==> src/rtl/fifo_rd_pkg.sv <==
// Shared types and constants for the FIFO drain-side stream reader.
// Occupancy encoding, output buffer depth, and the FIFO read latency the reader is built around.
package fifo_rd_pkg;

  typedef enum logic [1:0] {
    OCC_EMPTY = 2'd0,
    OCC_ONE   = 2'd1,
    OCC_TWO   = 2'd2
  } occ_e;

  localparam int BUF_DEPTH  = 2;
  localparam int RD_LATENCY = 1;

endpackage

==> src/rtl/rd_skid_buffer.sv <==
// Two-entry head/skid buffer: data captured at the edge, head drives the stream next cycle.
// Holds head stable while not popped; a pop with the skid occupied promotes the skid at the same edge.
module rd_skid_buffer
  import fifo_rd_pkg::*;
#(
  parameter int DATA_WIDTH = 8
) (
  input  logic                  clk,
  input  logic                  rst_n,
  input  logic                  cap,
  input  logic [DATA_WIDTH-1:0] cap_data,
  input  logic                  pop,
  output occ_e                  occ,
  output logic [DATA_WIDTH-1:0] head_data,
  output logic                  valid
);

  occ_e                  occ_nxt;
  logic [DATA_WIDTH-1:0] skid_data;

  always_ff @(posedge clk) begin
    if (!rst_n) occ <= OCC_EMPTY;
    else        occ <= occ_nxt;
  end

  always_comb begin
    occ_nxt = occ;
    unique case (occ)
      OCC_EMPTY: if (cap) occ_nxt = OCC_ONE;
      OCC_ONE: begin
        if (cap && !pop)      occ_nxt = OCC_TWO;
        else if (pop && !cap) occ_nxt = OCC_EMPTY;
      end
      OCC_TWO:   if (pop) occ_nxt = OCC_ONE;
      default:   occ_nxt = OCC_EMPTY;
    endcase
  end

  always_comb begin
    valid = (occ != OCC_EMPTY);
  end

  // Incoming word lands in head only if head is free after this pop and nothing older waits in skid.
  always_ff @(posedge clk) begin
    if (!rst_n) begin
      head_data <= '0;
      skid_data <= '0;
    end else begin
      if (pop && occ == OCC_TWO) head_data <= skid_data;
      if (cap) begin
        if (occ == OCC_EMPTY || (occ == OCC_ONE && pop)) head_data <= cap_data;
        else                                              skid_data <= cap_data;
      end
    end
  end

  always_ff @(posedge clk) begin
    if (rst_n) assert (!(cap && occ == OCC_TWO && !pop));
  end

endmodule

==> src/rtl/fifo_stream_reader.sv <==
// Drains a 1-cycle-latency FIFO read port into a valid/ready stream; first beat 2 cycles after a non-empty FIFO.
// Full throughput, at most 2 words held under backpressure; FIFO_RD_LAST_EN adds m_last framing every PKT_LEN beats.
module fifo_stream_reader
  import fifo_rd_pkg::*;
#(
  parameter int DATA_WIDTH = 8,
  parameter int PKT_LEN    = 4
) (
  input  logic                  clk,
  input  logic                  rst_n,
  input  logic                  fifo_empty,
  input  logic [DATA_WIDTH-1:0] fifo_data,
  output logic                  fifo_r_en,
  output logic                  m_valid,
  input  logic                  m_ready,
`ifdef FIFO_RD_LAST_EN
  output logic                  m_last,
`endif
  output logic [DATA_WIDTH-1:0] m_data
);

  occ_e       occ;
  logic       pend;
  logic       pop;
  logic [2:0] fill;

  assign pop = m_valid & m_ready;

  // Words held plus the one in flight, after this cycle's pop, must leave room for another read.
  always_comb begin
    fill      = {1'b0, occ} + {2'b0, pend} - {2'b0, pop};
    fifo_r_en = rst_n & ~fifo_empty & (fill < 3'(BUF_DEPTH));
  end

  always_ff @(posedge clk) begin
    if (!rst_n) pend <= 1'b0;
    else        pend <= fifo_r_en;
  end

  rd_skid_buffer #(
    .DATA_WIDTH (DATA_WIDTH)
  ) u_buf (
    .clk       (clk),
    .rst_n     (rst_n),
    .cap       (pend),
    .cap_data  (fifo_data),
    .pop       (pop),
    .occ       (occ),
    .head_data (m_data),
    .valid     (m_valid)
  );

`ifdef FIFO_RD_LAST_EN
  localparam int CNT_W = $clog2(PKT_LEN) + 1;

  logic [CNT_W-1:0] beat_cnt;

  assign m_last = m_valid && (beat_cnt == CNT_W'(PKT_LEN - 1));

  always_ff @(posedge clk) begin
    if (!rst_n)      beat_cnt <= '0;
    else if (pop)    beat_cnt <= m_last ? '0 : beat_cnt + 1'b1;
  end
`endif

  // The pend pipeline is a single flop, so it only matches a one-cycle FIFO read latency.
  always_ff @(posedge clk) begin
    if (rst_n) assert (PKT_LEN >= 1 && RD_LATENCY == 1);
  end

endmodule

==> config.mk <==
export PLATFORM = sky130hd
export DESIGN_NAME = fifo_stream_reader
export DESIGN_NICKNAME = d
export VERILOG_FILES = /design/src/rtl/fifo_rd_pkg.sv /design/src/rtl/rd_skid_buffer.sv /design/src/rtl/fifo_stream_reader.sv
export SDC_FILE = /design/constraint.sdc
export NUM_CORES = 1
export LEC_CHECK = 0
export BUFFER_PORTS_ARGS = -buffer_cell sky130_fd_sc_hd__buf_2
export CAP_MARGIN = 20
export CORE_MARGIN = 1.5
export CORE_UTILIZATION = 40
export CTS_BUF_LIST = sky130_fd_sc_hd__clkbuf_16
export DETAILED_ROUTE_END_ITERATION = 7
export SETUP_SLACK_MARGIN = 0.02
export SLEW_MARGIN = 20
export SYNTH_ARGS = -nofsm -noshare
export SYNTH_HDL_FRONTEND = slang
export SYNTH_SLANG_ARGS = --single-unit
export TNS_END_PERCENT = 50
==> constraint.sdc <==
create_clock -name clk -period 2.2 [get_ports clk]
set_input_delay 0.22 -clock clk [delete_from_list [all_inputs] [get_ports clk]]
set_output_delay 0.22 -clock clk [all_outputs]
set_load 0.005 [all_outputs]
# After elaboration in Yosys (flattened, before gate mapping)
# Index checks and enable logic that the tools add are counted.
# totals
register_bits,19
inputBits,12
elab_cells,36
# classes
addsub,2
order_cmp,1
n_eq_ne,5
muxes,8
bitwise_logic,5
reduce_logical,11
# op_table
cell,n
$mux 8,3
$mux 2,4
$pmux 2 s3,1
$logic_and 1x1->1,4
$ne 2x2->1 const B,2
$add 2x1->3,1
$and 1x1->1,3
$lt 3x2->1 const B,1
$ne 3x1->1 const B,1
$reduce_and 3->1,1
$sub 3x1->3,1
$eq 2x1->1 const B,1
$eq 2x2->1 const B,1
$logic_not 1->1,2
$logic_not 2->1,1
$not 1->1,2
$reduce_and 2->1,1
$reduce_bool 2->1,1
$logic_or 1x1->1,1

# Depth between registers and ports, before layout
# logic_depth
depth_word,6
ltp_mapped,7
depth_no_buf,6

# Cells and area by module
# From an unflattened synthesis, not the netlist that was laid out.
# hier_totals
cells_unflattened,108
hier_area_um2,992.2
# by_module_without_submodules
mod,instances,cells_each,area_each_um2,seq_area_each_um2
rd_skid_buffer,1,98,900.9,360.3
fifo_stream_reader,1,10,91.3,20.0

# Worst setup path before layout
# OpenSTA, ideal clock, no wires.
# synth_path
path_kind,register -> output
from,register u_buf.occ[1]
to,output port fifo_r_en
t_arrival_ns,1.724
t_required_ns,1.980
path_slack_ns,0.256
path_stages_with_launch,8
cell_sequence,dfxtp_1 > buf_6 > nand3b_2 > clkinv_1 > o21ai_0 > fa_1 > xor2_1 > nor3_1
# synth_via
elab_chain_len,5
elab_cells_between_ends,6
cone_classes,add/sub: 2; order compare: 1; bitwise: 2; reduce/logical: 1
# synth_lines
element,line_no,text
start: declaration,rd_skid_buffer.sv:13,"output occ_e occ,"
start signal: assignment,rd_skid_buffer.sv:23,else occ <= occ_nxt;
branches (longest 2 deep; another with $add 2x1->3),--,
$sub 3x1->3 *,fifo_stream_reader.sv:31,"fill = {1'b0, occ} + {2'b0, pend} - {2'b0, pop};"
$lt 3x2->1 *,fifo_stream_reader.sv:32,fifo_r_en = rst_n & ~fifo_empty & (fill < 3'(BUF_DEPTH));
$and 1x1->1 *,fifo_stream_reader.sv:32,
end: declaration,fifo_stream_reader.sv:13,"output logic fifo_r_en,"
# Mark *: on every way between the ends.

# Worst setup path in the final report
# layout_path
from,register u_buf.occ[0]
to,output port fifo_r_en
# The elaborated chain is that of the path after synthesis.

==> flow_summary.toml <==
[run_status]
outcome = "complete, no violations"

[global_routing]
grtUsageTotal = 0.168
grt_pass1_wl_mm = 3.15
antenna_found_initial = 0
grt_overflow = 0
grt_pass1_vias = 719
grt_max_degree = 28

[timing]
final.setup.tns_ns = 0
period_needed_ns = 2.09
maxSlewViolCount = 0
hold_viol_final = 0
rsz0062_at_grt = "no"
setup-violations-final = 0
relSlewSlack = 0.673
period_share = 0.951
tightest_slew_ns = 0.490
skew_ns = 0.00203
fmax_mhz = 478

[synth]
ys_seq_area_frac = 0.416
synth_fa_ha_area_frac = 0.0219
syn_inst = 104
synth-seq-cells = 19
synth_compound_area_frac = 0.163
synth.area.top_cells = "dfxtp_1 42%, nand2_1 14%, mux2i_1 9.8%"
ys_types = 24
synth_xor_area_frac = 0.00958
muxShareOfSynthArea = 0.0985
yosys.area.top_type = "dfxtp_1"
yosys_warnings = 0
synth_area_per_cell_sq_um = 8.79
synth_area_sq_um = 915
synth_top_cell_area_share = 0.416
synth_fp_nets = 117
synth_top_family_by_area = "simple AND/OR/NAND/NOR gates"
synth-simple-area-share = 0.216

[clock_tree]
cts_buffer_depth = 2
clk_pin_slew_ns = 0.05
cts_buffers = 3
cts_tree = "done"
clock_latency_ns = 0.25
htree_levels = 1
cts.sinks = 19
ctsHoldBuffers = 0
cts-root-buf = "clkbuf_16"

[die]
die-area_sq_um = 2580
dieWidth_um = 50.8
core_area_sq_um = 2190
fp.dieH_um = 50.8
num_rows = 17
io_pins = 22
start_util = 0.417

[final_layout]
drive_gt1_frac = 0.283
diodes = 0
area_delta_synth_final_pct = 23.0
instances_no_fill = 155
nNetsFinal = 141

[drt]
wl_per_cell_um = 12.2
postRouteWirelength_mm = 1.89
dr.pass1.iters = 4
drc = 0
drt-vias-per-instance = 4.95
ant_nets = 0
vias = 768
drt_first_iter_violations = 10

[worst_setup_path]
worstSetupEndpointType = "output port"
cp-start-kind = "flip-flop"
crit_slowest_cell = "fa_2"
r2r-end = "u_buf.head_data[5]"
crit_required_ns = 1.98
cp.arrival_ns = 1.87
worstReg2RegStart = "u_buf.occ[1]"
worstPathCellList = "nand3b_4, inv_2, o21ai_1, fa_2, nand2_1, nor3_1, buf_2"
path_buf_inv = 2
rr_worst_depth = 4
cp_slowest_stage_delay_ns = 0.54
critPathMaxFanout = 6
critPathTopFamily = "adder cells"
ff2ff_setup_slack_ns = 0.59
critPathKind = "reg2out"

[pwr]
p_seq_frac = 0.450
peakVddDrop_mv = 0.612
switching_share = 0.220
powerDensity_nw_per_um2 = 735
p_switching_mw = 0.182
p_comb_frac = 0.109
clockPowerShare = 0.442
p_int_mw = 0.645
leakage_nw = 0.542

[placed_design]
hpwl_mm = 1.28
placed_cells_incl_taps = 150
port_buffers = 21
gp_congestion = 0.750

[hold_path]
hold_start = "fifo_empty"
min_to = "pend"
min_path_type = "in2reg"
hold_depth = 2

[job]
drv_cap = 0
-- layout by cell type, fill, tap and decap left out, types with 2 or more instances in the layout --
cell type,count
clkbuf_16,3
nor3_1,2
inv_1,2
mux2i_1,9
a21oi_1,2
buf_2,21
dfxtp_1,18
o31ai_1,8
nand2_1,35
a31oi_1,8
buf_4,5
-- registers in the layout, indices dropped and copies added, names as in the netlist --
register,cells
pend,1
u_buf.head_data,8
u_buf.occ,2
u_buf.skid_data,8
-- power groups by stage --
| stage | combinational (mW) | sequential [mW] | clock, mW |
|---|---|---|---|
| after global placement | 0.0869 | 0.378 | 0 |
| after floorplan | 0.0563 | 0.379 | 0 |
| after detailed placement | 0.0885 | 0.379 | 0 |
| after global routing | 0.101 | 0.375 | 0.386 |
| final | 0.0897 | 0.372 | 0.365 |
| after CTS | 0.0888 | 0.372 | 0.374 |
-- logic make-up after synthesis --
group | Yosys count
compound gates | 21
xor+xnor | 1
fa+ha+maj | 1
buf+inv | 9
flops | 19
mux | 9
simple gates | 44
-- how the worst max path moves through the flow --
stage / start / slack [ns] / cells after the start / to
2_1_floorplan: u_buf.occ[1] / 0.26 / 7 / fifo_r_en
3_3_place_gp: u_buf.occ[0] / 0.38 / 7 / fifo_r_en
3_5_place_dp: u_buf.occ[0] / 0.32 / 7 / fifo_r_en
4_1_cts: u_buf.occ[0] / 0.05 / 7 / fifo_r_en
5_1_grt: u_buf.occ[0] / 0.03 / 7 / fifo_r_en
6_report: u_buf.occ[0] / 0.11 / 7 / fifo_r_en
-- metrics by stage --
| stage | hold WS, ns | util | area, sq um | total power, mW | setup WS (ns) |
|---|---|---|---|---|---|
| final | 0.151 | 0.513 | 1120 | 0.827 | 0.108 |
| after global routing | 0.148 | 0.513 | 1120 | 0.862 | 0.0345 |
| after floorplan | 0.298 | - | 915 | 0.436 | 0.256 |
| after CTS | 0.150 | 0.503 | 1100 | 0.835 | 0.0457 |
| after global placement | 0.402 | 0.467 | 1020 | 0.465 | 0.381 |
| after detailed placement | 0.409 | 0.467 | 1020 | 0.468 | 0.322 |
-- cell usage after synthesis, drive strengths merged --
cell,count
nand2,35
dfxtp,19
mux2i,9
a31oi,8
o31ai,8
buf,5
a21oi,2
dlygate4sd1,2
nor3,2
o21ai,2
or2,2
and3b,1
clkinv,1
fa,1
inv,1
nand2b,1
nand3b,1
nor2b,1
o21a,1
or3b,1
xor2,1
-- cell type report --
type / instances / area (sq um)
Clock buffer: 3 / 75.1
Fill cell: 226 / 1070
Multi-Input combinational cell: 76 / 477
Timing Repair Buffer: 26 / 143
Sequential cell: 19 / 384
Inverter: 2 / 7.51
Clock inverter: 1 / 3.75
Tap cell: 28 / 35.0
-- routing by layer --
layer,GRT usage,part of all wire,vias up
met5,0,0,-
met4,0.0586,0.0085,0
met2,0.298,0.50,15
li1,-,-,408
met1,0.194,0.46,343
met3,0.0439,0.034,2
-- repair_timing --
item | in CTS | in global routing
gates resized for setup | 0 | 6
endpoints found under the setup margin | 0 | 1
buffers inserted | 0 | 1
(Power assumes the default switching activity.)
